### config.mk
export PLATFORM = sky130hd
export DESIGN_NAME = da_dct_seq_ctrl
export DESIGN_NICKNAME = d
export VERILOG_FILES = /design/src/rtl/da_dct_seq_ctrl.sv
export SDC_FILE = /design/constraint.sdc
export NUM_CORES = 1
export LEC_CHECK = 0
export ABC_AREA = 1
export CAP_MARGIN = 25
export CORE_MARGIN = 2
export CORE_UTILIZATION = 46
export CTS_BUF_LIST = sky130_fd_sc_hd__clkbuf_4 sky130_fd_sc_hd__clkbuf_8
export CTS_CLUSTER_DIAMETER = 120
export DETAILED_ROUTE_END_ITERATION = 8
export PLACE_DENSITY = 0.69
export SLEW_MARGIN = 10
export SYNTH_ARGS = -nofsm -noshare
export SYNTH_HDL_FRONTEND = slang
export SYNTH_SLANG_ARGS = --single-unit
### constraint.sdc
create_clock -name clk -period 4.4 [get_ports clk]
set_input_delay 1.32 -clock clk [delete_from_list [all_inputs] [get_ports clk]]
set_output_delay 1.32 -clock clk [all_outputs]
set_load 0.02 [all_outputs]
### src/rtl/da_dct_seq_ctrl.sv
// -----------------------------------------------------------------------------
// da_dct_seq_ctrl
//   Sequencer for one distributed-arithmetic DCT coefficient lane. It accepts
//   a set of four signed samples, walks their bit planes MSB-first, forms the
//   3-bit coefficient-ROM address for each plane and shift-accumulates the
//   signed ROM words into a single DCT output.
//
//   The ROM stores only the x0=0 half of the offset-binary table. When x0's bit
//   is set, the controller looks up the complemented address and negates the
//   word. The MSB plane carries negative weight (two's complement), so its
//   sign is flipped as well.
//
// Ports
//   clk        in   rising-edge clock
//   rst        in   synchronous active-high reset
//   in_valid   in   sample set valid
//   in_ready   out  controller idle and able to take a set
//   in_x       in   {x3,x2,x1,x0}, x0 in the LSBs, each DATA_W bits signed
//   rom_cs     out  ROM chip select, high only while walking planes
//   rom_addr   out  ROM address for the current plane
//   rom_data   in   ROM word, combinational from rom_addr
//   rom_rst_n  out  ROM reset, inverse of rst
//   out_valid  out  result valid, held until out_ready
//   out_ready  in   downstream accepts the result
//   out_z      out  signed DA result, held until the next result
//
// Build option
//   DA_ROUND_EN : when defined, out_z is the accumulator rounded half-up and
//                 arithmetically shifted right by ROUND_SH; otherwise out_z is
//                 the full-precision accumulator.
// -----------------------------------------------------------------------------
module da_dct_seq_ctrl #(
  parameter int DATA_W   = 8,
  parameter int COEF_W   = 16,
  parameter int ACC_W    = 25,
  parameter int ROUND_SH = 8
) (
  input  logic                clk,
  input  logic                rst,
  input  logic                in_valid,
  output logic                in_ready,
  input  logic [4*DATA_W-1:0] in_x,
  output logic                rom_cs,
  output logic [2:0]          rom_addr,
  input  logic [COEF_W-1:0]   rom_data,
  output logic                rom_rst_n,
  output logic                out_valid,
  input  logic                out_ready,
  output logic [ACC_W-1:0]    out_z
);

  localparam int PLANE_W = (DATA_W > 1) ? $clog2(DATA_W) : 1;
  localparam logic [PLANE_W-1:0] PLANE_TOP = PLANE_W'(DATA_W - 1);

  typedef enum logic [1:0] {
    ST_WARM = 2'd0,
    ST_IDLE = 2'd1,
    ST_RUN  = 2'd2,
    ST_DONE = 2'd3
  } state_t;

  // ROM address for bit plane b: {x1,x2,x3} bits, complemented when x0's bit
  // is set (the ROM holds only the x0=0 half of the symmetric table).
  function automatic logic [2:0] plane_addr(input logic [4*DATA_W-1:0] x,
                                            input logic [PLANE_W-1:0]  b);
    logic [DATA_W-1:0] x0;
    logic [DATA_W-1:0] x1;
    logic [DATA_W-1:0] x2;
    logic [DATA_W-1:0] x3;
    logic [2:0]        v;
    x0 = x[0*DATA_W +: DATA_W];
    x1 = x[1*DATA_W +: DATA_W];
    x2 = x[2*DATA_W +: DATA_W];
    x3 = x[3*DATA_W +: DATA_W];
    v  = {x1[b], x2[b], x3[b]};
    return x0[b] ? ~v : v;
  endfunction

  // Output shaping of the final accumulator value.
  function automatic logic [ACC_W-1:0] shape_result(input logic [ACC_W-1:0] acc);
`ifdef DA_ROUND_EN
    logic signed [ACC_W-1:0] biased;
    biased = $signed(acc + (ACC_W'(1) << (ROUND_SH - 1)));
    return ACC_W'(biased >>> ROUND_SH);
`else
    return acc;
`endif
  endfunction

  state_t                state_q, state_d;
  logic [PLANE_W-1:0]    plane_q, plane_d;
  logic [4*DATA_W-1:0]   x_q, x_d;
  logic [ACC_W-1:0]      acc_q, acc_d;
  logic                  in_ready_q, in_ready_d;
  logic                  rom_cs_q, rom_cs_d;
  logic [2:0]            rom_addr_q, rom_addr_d;
  logic                  out_valid_q, out_valid_d;
  logic [ACC_W-1:0]      out_z_q, out_z_d;

  logic [DATA_W-1:0]     x0_s;
  logic                  neg_s;
  logic [ACC_W-1:0]      rom_ext_s;
  logic [ACC_W-1:0]      term_s;
  logic [ACC_W-1:0]      acc_step_s;

  // Per-plane shift-accumulate term from the ROM word of the current plane.
  always_comb begin
    x0_s       = x_q[DATA_W-1:0];
    // x0's bit selects the mirrored half; the MSB plane has negative weight.
    neg_s      = x0_s[plane_q] ^ (plane_q == PLANE_TOP);
    rom_ext_s  = {{(ACC_W-COEF_W){rom_data[COEF_W-1]}}, rom_data};
    term_s     = neg_s ? (~rom_ext_s + ACC_W'(1)) : rom_ext_s;
    acc_step_s = {acc_q[ACC_W-2:0], 1'b0} + term_s;
  end

  // Next-state logic and next values of all registered outputs.
  always_comb begin
    state_d     = state_q;
    plane_d     = plane_q;
    x_d         = x_q;
    acc_d       = acc_q;
    in_ready_d  = in_ready_q;
    rom_cs_d    = rom_cs_q;
    rom_addr_d  = rom_addr_q;
    out_valid_d = out_valid_q;
    out_z_d     = out_z_q;
    case (state_q)
      ST_WARM: begin
        // One cycle for the ROM's reset synchroniser to release.
        state_d    = ST_IDLE;
        in_ready_d = 1'b1;
      end
      ST_IDLE: begin
        if (in_valid && in_ready_q) begin
          state_d    = ST_RUN;
          x_d        = in_x;
          plane_d    = PLANE_TOP;
          acc_d      = {ACC_W{1'b0}};
          in_ready_d = 1'b0;
          rom_cs_d   = 1'b1;
          // Address is registered one plane ahead so it lines up with rom_data.
          rom_addr_d = plane_addr(in_x, PLANE_TOP);
        end else begin
          in_ready_d = 1'b1;
        end
      end
      ST_RUN: begin
        acc_d = acc_step_s;
        if (plane_q == {PLANE_W{1'b0}}) begin
          state_d     = ST_DONE;
          rom_cs_d    = 1'b0;
          rom_addr_d  = 3'd0;
          out_valid_d = 1'b1;
          out_z_d     = shape_result(acc_step_s);
        end else begin
          plane_d    = plane_q - PLANE_W'(1);
          rom_addr_d = plane_addr(x_q, plane_q - PLANE_W'(1));
        end
      end
      ST_DONE: begin
        if (out_ready) begin
          state_d     = ST_IDLE;
          out_valid_d = 1'b0;
          in_ready_d  = 1'b1;
        end else begin
          out_valid_d = 1'b1;
        end
      end
      default: begin
        state_d     = ST_WARM;
        in_ready_d  = 1'b0;
        rom_cs_d    = 1'b0;
        rom_addr_d  = 3'd0;
        out_valid_d = 1'b0;
      end
    endcase
  end

  // State and output registers with synchronous reset.
  always_ff @(posedge clk) begin
    if (rst) begin
      state_q     <= ST_WARM;
      plane_q     <= {PLANE_W{1'b0}};
      x_q         <= {(4*DATA_W){1'b0}};
      acc_q       <= {ACC_W{1'b0}};
      in_ready_q  <= 1'b0;
      rom_cs_q    <= 1'b0;
      rom_addr_q  <= 3'd0;
      out_valid_q <= 1'b0;
      out_z_q     <= {ACC_W{1'b0}};
    end else begin
      state_q     <= state_d;
      plane_q     <= plane_d;
      x_q         <= x_d;
      acc_q       <= acc_d;
      in_ready_q  <= in_ready_d;
      rom_cs_q    <= rom_cs_d;
      rom_addr_q  <= rom_addr_d;
      out_valid_q <= out_valid_d;
      out_z_q     <= out_z_d;
    end
  end

  assign in_ready  = in_ready_q;
  assign rom_cs    = rom_cs_q;
  assign rom_addr  = rom_addr_q;
  assign rom_rst_n = ~rst;
  assign out_valid = out_valid_q;
  assign out_z     = out_z_q;

endmodule
==> results_dict.tcl, run 1 <==
set metrics [dict create \
    dp.final_hpwl_mm 11.8 \
    hold_path.class "reg2reg" \
    worstHoldPathCells 2 \
    crit_top_cell "nand2_1" \
    worstPathCellList "clkdlybuf4s50_1 > inv_2 > nand3_1 > nor3_2 > nand3_1 > nor2_2 > nand2_1 > nand2_4 > buf_4 > xor2_1 > inv_1 > ha_1 > nand2_1 > nor3_1 > o21ai_1 > nand2_1 > xor2_1 > buf_4 > nand2_1 > a21oi_1" \
    synth_seq_area_share 0.315 \
    r2r_end "acc_q[15]" \
    netlist_area_um2 5840 \
    post_cts.repair.setup_buffers 0 \
    grt_pass1_wl_mm 25.9 \
    grt_max_degree 67 \
    ant_nets 0 \
    row_count 41 \
    p_switching_w 0.00268 \
    grt_usage 0.243 \
    clock_power_share 0.107 \
    crit_type "in2reg" \
    clk_pin_slew_ps 100 \
    synthDistinctLibCells 43 \
    grt_overflow 0 \
    internal-power_w 0.00278 \
    firstDrtPassIters 5 \
    die_y_um 117 \
    maxSlewHeadroom 0.565 \
    num_io_pins 84 \
    fin_crit_sh 0.936 \
    critPathBufInv 5 \
    gp_congestion 0.921 \
    cp_slowest_stage_delay_ps 500 \
    worst_slew_pin_slew_ps 649 \
    grt_pass1_vias 5404 \
    antenna_found_initial 0 \
    synth_top_area_share 0.315 \
    drc 0 \
    dieArea_um2 13600 \
    setup_viol 0 \
    swShare 0.491 \
    antenna_cells 0 \
    syn_inst 858 \
    skew_ps 10.6 \
    wl_mm 15.9 \
    final_layout_size_suffix_gt1_frac 0.107 \
    h-tree-depth 3 \
    fin_crit_ps 4120 \
    power_frac_comb 0.672 \
    clock-sinks 92 \
    ctsResizeCount 0 \
    drv_slew 0 \
    peakVddDrop_uv 309 \
    timing.fmax_mhz 243 \
    cts_hold_buf 0 \
    initial_core_util 0.467 \
    pre_cts_ws_ps -155 \
    critPathMaxFanout 4 \
    yosysTopAreaCell "dfxtp_1" \
    worst_slack_ps 283 \
    syn_nets 949 \
    powerDensity_nw_per_um2 739 \
    fillCellCount 1276 \
    final_util 0.590 \
    mostFrequentLayoutCells "166 x nand2_1, 122 x inv_1, 106 x a21oi_1" \
    status "complete, no violations" \
    drt_iter0_drc 327 \
    avgSynthCellArea_um2 6.81 \
    rrSetupSlack_ps 760 \
    port_buffers 83 \
    endpoint "acc_q[15]" \
    endpoint_kind "flop" \
    fp.dieW_um 117 \
    rsz0062_at_grt "no" \
    nets 1062 \
    clk_latency_ps 390 \
    crit_required_ps 4720 \
    cts-root-buf "clkbuf_8" \
    share_seq_of_total_power 0.221 \
    areaGrowthSynthToFinish_pct 26.5 \
    core-area_um2 12500 \
    path_delay_family "simple AND/OR/NAND/NOR gates" \
    postLayoutCellArea_um2 7380 \
    cts_tree "done" \
    worst-path-stages 20 \
    r2r_cells 21 \
    worstPathArrival_ps 4440 \
    cellLeakagePower_nw 3.37 \
    critical_path.startpoint "rom_data[0]" \
    vias_per_cell 4.96 \
    critPathLaunchType "primary input" \
    numCtsBuffers 9 \
    clock_path_buffers 2 \
    place_area_um2 7120 \
    slowest_stage "clkdlybuf4s50_1" \
    num_vias 5694 \
    layout_commonest_cell "nand2_1" \
    worstReg2RegStart "plane_q[0]" \
    cap_viol_max_count 0 \
    post_drt_wl_per_cell_um 13.8 \
    ys_top_cells_by_area "dfxtp_1 32%, nand2_1 11%, a21oi_1 9.2%" \
    ys_ff_latch 92 \
    finalHoldViolCount 0 \
    yosys_warnings 0 \
]
==> metal layers <==
metal / vias up / global-route usage / share of wire
met1: 2507 / 0.334 / 0.49
met5: - / 0 / 0
met3: 27 / 0.0446 / 0.056
li1: 3028 / - / -
met2: 132 / 0.377 / 0.43
met4: 0 / 0.100 / 0.023
==> power by group through the flow <==
stage	logic [W]	clock network, W	registers [W]
after global placement	0.00355	0	0.00122
after detailed placement	0.00355	0	0.00122
after floorplan	0.00218	0	0.00129
after global routing	0.00409	0.000623	0.00123
final	0.00367	0.000586	0.00121
after CTS	0.00357	0.000599	0.00120
==> stage by stage <==
stage	hold WS [ps]	power, W	std cells	setup TNS, ps
after floorplan	420	0.00347	858	0
after global placement	431	0.00477	1132	-1280
after CTS	449	0.00537	1148	0
after global routing	466	0.00595	1148	0
final	446	0.00546	1148	0
after detailed placement	434	0.00477	1132	-1570
==> state kept, by name, indices dropped and copies added (netlist names) <==
signal / cells
rom_cs: 1
rom_addr: 3
out_z: 25
x_q: 32
plane_q: 3
acc_q: 24
in_ready: 1
out_valid: 1
state_q: 2
==> area by class of cell <==
cell class,instances,area (um^2),share of cell area
clock buffer,9,124,0.0168
clock inverter,7,72.6,0.00983
inverter,129,492,0.0666
multi-input combinational,606,3430,0.465
sequential,92,1840,0.249
tap,172,215,0.0291
timing repair buffer,133,1210,0.163
==> worst min-delay path, stage by stage (launching register included) <==
cell,delay [ps]
dfxtp_1,320
inv_1,40
a21oi_1,50
==> worst min path at each step <==
stage	from	endpoint	slack (ps)
after floorplan	x_q[23]	x_q[23]	420
after global placement	x_q[20]	x_q[20]	430
after detailed placement	x_q[20]	x_q[20]	430
after CTS	x_q[20]	x_q[20]	450
after global routing	x_q[16]	x_q[16]	470
final	x_q[20]	x_q[20]	450
==> cells in the mapped netlist (all sizes together) <==
cell type	count
xor2	19
nor2	50
a31oi	6
a21oi	109
a211o	1
o211ai	4
inv	127
nor3	12
ha	38
or2	2
o21bai	18
nand3	45
xnor2	10
nand2	175
a21boi	1
clkbuf	22
a21o	7
dfxtp	92
clkinv	2
a41oi	1
nand4	5
o21ai	96
fa	1
o21a	4
a311oi	1
a211oi	1
buf	9
==> kinds of logic (layout without fill, tap and decap cells) <==
| group | after synthesis | count (layout) | share of synthesized area |
|---|---|---|---|
| adders and majority gates | 39 | 39 | 0.0849 |
| xor gates and xnor gates | 29 | 29 | 0.0435 |
| DFF | 92 | 92 | 0.315 |
| and+or+nand+nor | 289 | 289 | 0.211 |
| AOI/OAI and AO/OA | 249 | 249 | 0.236 |
| buffers and inverters | 160 | 278 | 0.109 |
(Power assumes the default switching activity.)
==> run 2, diff against run 1 <==
--- a/config.mk
+++ b/config.mk
@@ -10,7 +10,7 @@
 export CORE_MARGIN = 2
 export CORE_UTILIZATION = 46
 export CTS_BUF_LIST = sky130_fd_sc_hd__clkbuf_4 sky130_fd_sc_hd__clkbuf_8
-export CTS_CLUSTER_DIAMETER = 120
+export CTS_CLUSTER_DIAMETER = 100
 export DETAILED_ROUTE_END_ITERATION = 8
 export PLACE_DENSITY = 0.69
 export SLEW_MARGIN = 10
==> results of run 2 <==
The final DEF is identical to that of run 1; final timing and power are the same.
